--- config.mk ---
export PLATFORM = sky130hd
export DESIGN_NAME = reg_scoreboard
export DESIGN_NICKNAME = d
export VERILOG_FILES = /design/src/rtl/mips_pkg.sv /design/src/rtl/reg_pending_ctr.sv /design/src/rtl/reg_scoreboard.sv
export SDC_FILE = /design/constraint.sdc
export NUM_CORES = 1
export LEC_CHECK = 0
export ABC_AREA = 1
export BUFFER_PORTS_ARGS = -buffer_cell sky130_fd_sc_hd__buf_4
export CAP_MARGIN = 5
export CELL_PAD_IN_SITES_DETAIL_PLACEMENT = 1
export CELL_PAD_IN_SITES_GLOBAL_PLACEMENT = 2
export CORE_UTILIZATION = 29
export CTS_CLUSTER_SIZE = 8
export DETAILED_ROUTE_END_ITERATION = 16
export GPL_ROUTABILITY_DRIVEN = 0
export GPL_TIMING_DRIVEN = 0
export PLACE_DENSITY = 0.89
export RECOVER_POWER = 25
export SLEW_MARGIN = 10
export SYNTH_ARGS = -nofsm -noshare
export SYNTH_HDL_FRONTEND = slang
export SYNTH_HIERARCHICAL = 1
export SYNTH_SLANG_ARGS = --single-unit
--- constraint.sdc ---
create_clock -name clk -period 4.8 [get_ports clk]
set_input_delay 0 -clock clk [delete_from_list [all_inputs] [get_ports clk]]
set_output_delay 0 -clock clk [all_outputs]
set_load 0.01 [all_outputs]
--- src/rtl/mips_pkg.sv ---
// Shared MIPS core constants and types used by the register-file scoreboard.
package mips_pkg;

  localparam int unsigned REG_IDX_W      = 5;
  localparam int unsigned NUM_REGS       = 32;
  localparam int unsigned DATA_W         = 32;
  localparam int unsigned STALL_W        = 32;
  localparam int unsigned PEND_W_DEFAULT = 2;

  function automatic int unsigned pend_max(input int unsigned w);
    return (32'd1 << w) - 32'd1;
  endfunction

  localparam int unsigned PEND_MAX = pend_max(PEND_W_DEFAULT);

  // Snooped register-file write port.
  typedef struct packed {
    logic                 valid;
    logic [REG_IDX_W-1:0] index;
    logic [DATA_W-1:0]    data;
  } wb_req_t;

endpackage

--- src/rtl/reg_pending_ctr.sv ---
// Per-register outstanding-write counter: saturating up/down with clear and underflow detect.
module reg_pending_ctr #(
  parameter int unsigned PEND_W = 2
) (
  input  logic              clk,
  input  logic              reset,
  input  logic              clear,
  input  logic              inc,
  input  logic              dec,
  output logic [PEND_W-1:0] count,
  output logic              underflow_c
);

  localparam logic [PEND_W-1:0] CNT_FULL = '1;

  // A lone decrement at zero is a writeback nobody was waiting for.
  assign underflow_c = dec && !inc && (count == '0);

  always_ff @(posedge clk) begin
    if (reset || clear) begin
      count <= '0;
    end else if (inc && !dec && (count != CNT_FULL)) begin
      count <= count + PEND_W'(1);
    end else if (dec && !inc && (count != '0)) begin
      count <= count - PEND_W'(1);
    end
  end

endmodule

--- src/rtl/reg_scoreboard.sv ---
// Register-file scoreboard: RAW/WAW-depth stall, same-cycle writeback bypass and stall statistics.
module reg_scoreboard
  import mips_pkg::*;
#(
  parameter int unsigned PEND_W = 2
) (
  input  logic                 clk,
  input  logic                 reset,
  input  logic                 flush,
  input  logic                 issue_valid,
  output logic                 issue_ready,
  input  logic [REG_IDX_W-1:0] issue_src1,
  input  logic [REG_IDX_W-1:0] issue_src2,
  input  logic                 issue_use1,
  input  logic                 issue_use2,
  input  logic                 issue_writes,
  input  logic [REG_IDX_W-1:0] issue_dest,
  input  logic                 wb_valid,
  input  logic [REG_IDX_W-1:0] wb_index,
  input  logic [DATA_W-1:0]    wb_data,
  input  logic [DATA_W-1:0]    rf_data1,
  input  logic [DATA_W-1:0]    rf_data2,
  output logic [DATA_W-1:0]    operand1,
  output logic [DATA_W-1:0]    operand2,
  output logic [STALL_W-1:0]   stall_cycles,
  output logic                 wb_underflow
);

  localparam int unsigned       PEND_LIMIT = pend_max(PEND_W);
  localparam logic [PEND_W-1:0] PEND_FULL  = PEND_W'(PEND_LIMIT);
  localparam logic [STALL_W-1:0] STALL_SAT = '1;

  wb_req_t                wb;
  logic [PEND_W-1:0]      pend [NUM_REGS];
  logic [NUM_REGS-1:1]    inc_vec;
  logic [NUM_REGS-1:1]    dec_vec;
  logic [NUM_REGS-1:1]    uf_vec;
  logic                   haz_src1;
  logic                   haz_src2;
  logic                   haz_dest;
  logic                   accept;

  assign wb = '{valid: wb_valid, index: wb_index, data: wb_data};

  // A source waits unless its single outstanding write lands this very cycle.
  function automatic logic src_hazard(input logic used, input logic [REG_IDX_W-1:0] src,
                                      input logic [PEND_W-1:0] cnt, input wb_req_t w);
    if (!used || (src == '0) || (cnt == '0)) begin
      return 1'b0;
    end
    return !((cnt == PEND_W'(1)) && w.valid && (w.index == src));
  endfunction

  function automatic logic [DATA_W-1:0] bypass(input logic [REG_IDX_W-1:0] src,
                                               input wb_req_t w,
                                               input logic [DATA_W-1:0] rf);
    if (src == '0) begin
      return '0;
    end
    if (w.valid && (w.index == src)) begin
      return w.data;
    end
    return rf;
  endfunction

  always_comb begin
    haz_src1 = src_hazard(issue_use1, issue_src1, pend[issue_src1], wb);
    haz_src2 = src_hazard(issue_use2, issue_src2, pend[issue_src2], wb);
    haz_dest = 1'b0;
    if (issue_writes && (issue_dest != '0) && (pend[issue_dest] == PEND_FULL)) begin
      haz_dest = !(wb.valid && (wb.index == issue_dest));
    end
  end

  assign issue_ready = !reset && !flush && !haz_src1 && !haz_src2 && !haz_dest;
  assign accept      = issue_valid && issue_ready;
  assign operand1    = bypass(issue_src1, wb, rf_data1);
  assign operand2    = bypass(issue_src2, wb, rf_data2);

  // r0 is hardwired zero: no counter, never pending.
  assign pend[0] = '0;

  for (genvar r = 1; r < NUM_REGS; r++) begin : g_ctr
    assign inc_vec[r] = accept && issue_writes && (issue_dest == REG_IDX_W'(r));
    assign dec_vec[r] = wb.valid && (wb.index == REG_IDX_W'(r));

    reg_pending_ctr #(
      .PEND_W(PEND_W)
    ) u_ctr (
      .clk         (clk),
      .reset       (reset),
      .clear       (flush),
      .inc         (inc_vec[r]),
      .dec         (dec_vec[r]),
      .count       (pend[r]),
      .underflow_c (uf_vec[r])
    );
  end

  always_ff @(posedge clk) begin
    if (reset) begin
      stall_cycles <= '0;
    end else if (issue_valid && !issue_ready && (stall_cycles != STALL_SAT)) begin
      stall_cycles <= stall_cycles + STALL_W'(1);
    end
  end

  always_ff @(posedge clk) begin
    if (reset) begin
      wb_underflow <= 1'b0;
    end else if (|uf_vec) begin
      wb_underflow <= 1'b1;
    end
  end

endmodule
==> parameters.txt <==
Parameter                              Value

Status
  Run status    complete, no violations

Timing
  Setup tns final    0 ps
  Worst Tran Pin Value    roughly 1100 ps
  Part of the cycle the worst path needs    ~88%
  Highest clock frequency the design can meet    around 240 MHz
  Slew headroom    27.6%
  Final setup fails    0
  Fin crit period    roughly 4200 ps
  Setup repair after global routing missed its margin    no
  Slew Viols, Final    0
  Final hold violation count    0
  Fin Clk Skew    roughly 11 ps

Yosys
  Syn Nets    around 2,000
  Share of Yosys cell area claimed by the top area cell type    20.2%
  Part of the Yosys area used for sequential elements    between 10% and 20%
  YS warnings    6
  Number of standard cells after synthesis    around 1,800
  Number of storage elements in the synthesis netlist    95
  Number of library cell types mapped by synthesis    33
  Syn avg cell area    about 5.3 um^2
  Synth Cell Area    ~9800 um^2
  Cell type with the largest total area after synthesis    nand2_1
  Leading post-synthesis cells by cell area    nand2_1 20%, dfxtp_1 19%, inv_1 10%

Clocking
  Clock insertion delay at the later pin of the skew report    between 300 and 400 ps
  Clock buffers created by TritonCTS    9
  Post-CTS setup buffers    0
  Buffer depth of the longest clock path    2
  Number of H-tree levels    3
  Clk sinks    95
  Cts-stage hold buffer count    0
  TritonCTS clock tree    built
  Clock input transition at the sequential cells of the worst setup and hold paths    ~80 ps
  Resized cells post-CTS    0
  Clock root buffer    clkbuf_16

Finish
  Seq. cell area    1900 um^2
  Share of final-layout standard cells stronger than drive strength 1    15.5%
  Most used cells in the layout excluding fill and tap cells    526 x nand2_1, 269 x inv_1, 235 x nor2_1, 173 x buf_4, 147 x a21oi_1
  Number of nets at the end of the flow    2,190
  Most common cell after layout, fill and taps aside    nand2_1
  Inserted Diodes    0
  Multi-input gate area    approximately 6500 um^2
  Number of filler cells placed in the layout    about 4,700
  Core utilization of the finished layout    between 30% and 40%
  Layout Area Growth over Synthesis    23.1%

Die
  Area of the core    around 33,000 um^2
  Die extent in x    approximately 190 um
  Vert. Die Dim    between 150 and 200 um
  Starting utilization of the core area    between 20% and 30%
  Cell row count    between 60 and 70
  IO Count    between 200 and 250
  Die footprint    about 34,000 um^2

Pwr
  Part of the power in combinational logic    24.5%
  Clock power frac    ~37%
  Peak VDD IR    about 0.18 mV
  Portion of total power attributed to sequential cells    38.9%
  Static leakage power    between 5 and 6 nW
  Cell internal pwr    1.34 mW
  Net switching fraction of the power    between 30 and 40%
  Areal power density over the cells    169 nW/um^2
  Switching power    0.702 mW

Worst setup path
  Critical path endpoint category    register
  Launching element type of the critical path    primary input
  Type of the worst setup path    primary input to register
  Maximum net fanout on the critical path    10
  Setup slack of the most critical reg-to-reg path    570 ps
  Worst endpoint required time    between 5000 and 6000 ps
  WP data arrival    ~4500 ps

Global routing
  Number of antenna violations at the first check in global routing    1
  Maximum number of pins on one net before global-route repair    33
  Congestion Overflow GR    0
  Wire length of the first global-routing pass    approximately 72,000 um
  Global routing usage summed across all routing layers    a little over a quarter
  Vias in the first global route    roughly 13,000

Routing
  Detail Route Antenna Nets    0
  Total Routed Length    47,600 um
  Remaining design rule violation count    0
  Detailed Routing Iterations Pass 1    5
  Number of DRC violations after detailed-routing iteration 0    892
  Via/cell ratio    between 5 and 6
  Mean routed wirelength per cell    19.0 um
  Count of vias placed by the detailed router    about 13,000

Run
  Max_cap viols    0

Placement
  Number of port buffers    approximately 210
  Placed wire-length estimate    ~38,000 um

Worst hold path
  Worst min-delay path class    primary input to register
[critical path, cell delays in order]
cell and delay [ps]:
buf_4 120, inv_2 180, clkbuf_1 510, o22ai_1 150, a21oi_1 170, nand4_1 210
nand3_1 150, nand2_1 120, nand2_1 150, nand3_4 160, nor2_4 140, nand2_2 170
buf_2 320, nor2_1 300, inv_1 70, nand2_1 80, nor2_1 70, nor4_1 870
nand4_1 250, nor3_1 210, nor2_1 60
[registers in the layout (all words and copies together) (netlist names)]
name               count
wb_underflow           1
stall_cycles          32
g_ctr.u_ctr/count     62
[metrics by stage]
stage | hold WS [ps] | worst slack (ps) | cells | cell area (um^2) | total power [mW]
after global routing | 196 | 360 | 2512 | 12000 | 2.14
after floorplan | 115 | 2240 | 1841 | 9790 | 1.04
after global placement | 329 | 415 | 2496 | 11900 | 1.31
after detailed placement | 332 | 284 | 2496 | 11900 | 1.31
final | 165 | 567 | 2512 | 12000 | 2.04
after CTS | 159 | 651 | 2512 | 12200 | 2.07
[power groups by stage]
| stage | Combinational [mW] | Clock, mW | Sequential (mW) |
|---|---|---|---|
| 4_1_cts | 0.502 | 0.775 | 0.793 |
| 3_5_place_dp | 0.500 | 0 | 0.812 |
| 5_1_grt | 0.534 | 0.810 | 0.793 |
| 3_3_place_gp | 0.494 | 0 | 0.811 |
| 6_report | 0.498 | 0.746 | 0.793 |
| 2_1_floorplan | 0.227 | 0 | 0.812 |
[cells by family (layout without fill, tap and decap cells)]
| kind of cell | count (synthesis) | after routing | synth area share [%] |
|---|---|---|---|
| flip-flops | 95 | 95 | 19.4 |
| XOR/XNOR | 34 | 34 | 3.04 |
| AO/OA/AOI/OAI | 295 | 295 | 16.0 |
| buffers and inverters | 344 | 573 | 14.0 |
| adder cells (fa/ha/maj) | 1 | 1 | 0.128 |
| AND/OR/NAND/NOR | 1072 | 1072 | 47.4 |
[synthesized netlist by cell type, drive strengths merged]
cell and number:
a21oi 148, a31oi 31, buf 35, clkbuf 37
dfxtp 95, ha 1, inv 272, nand2 592
nand3 130, nand4 45, nor2 267, nor3 21
nor4 15, nor4b 1, o211ai 19, o21ai 95
o22ai 2, or2 1, xnor2 10, xor2 24
[layer usage]
layer / track usage (%) / vias up / part of all wire, %
met5: 0 / - / 0.027
met4: 12.9 / 2 / 4.1
met3: 3.35 / 110 / 4.6
met2: 45.5 / 374 / 47
met1: 35.2 / 6262 / 44
li1: - / 6301 / -
[path summary, 6_finish.rpt]
path	from	end	depth (start not counted)
setup / recovery	issue_src1[0]	wb_underflow	21
hold / removal	issue_valid	stall_cycles[0]	3
setup reg to reg	g_ctr[26].u_ctr/count[1]	wb_underflow	23
hold reg to reg	stall_cycles[0]	stall_cycles[0]	2
[layout make-up]
cell class | count | area share, %
sequential | 95 | 15.8
timing repair buffer | 213 | 11.8
multi-input combinational | 1402 | 54.1
clock inverter | 7 | 0.519
clock buffer | 9 | 1.87
buffer | 72 | 2.88
tap | 442 | 4.59
inverter | 272 | 8.49
No activity file was read; power rests on OpenSTA's default activity.
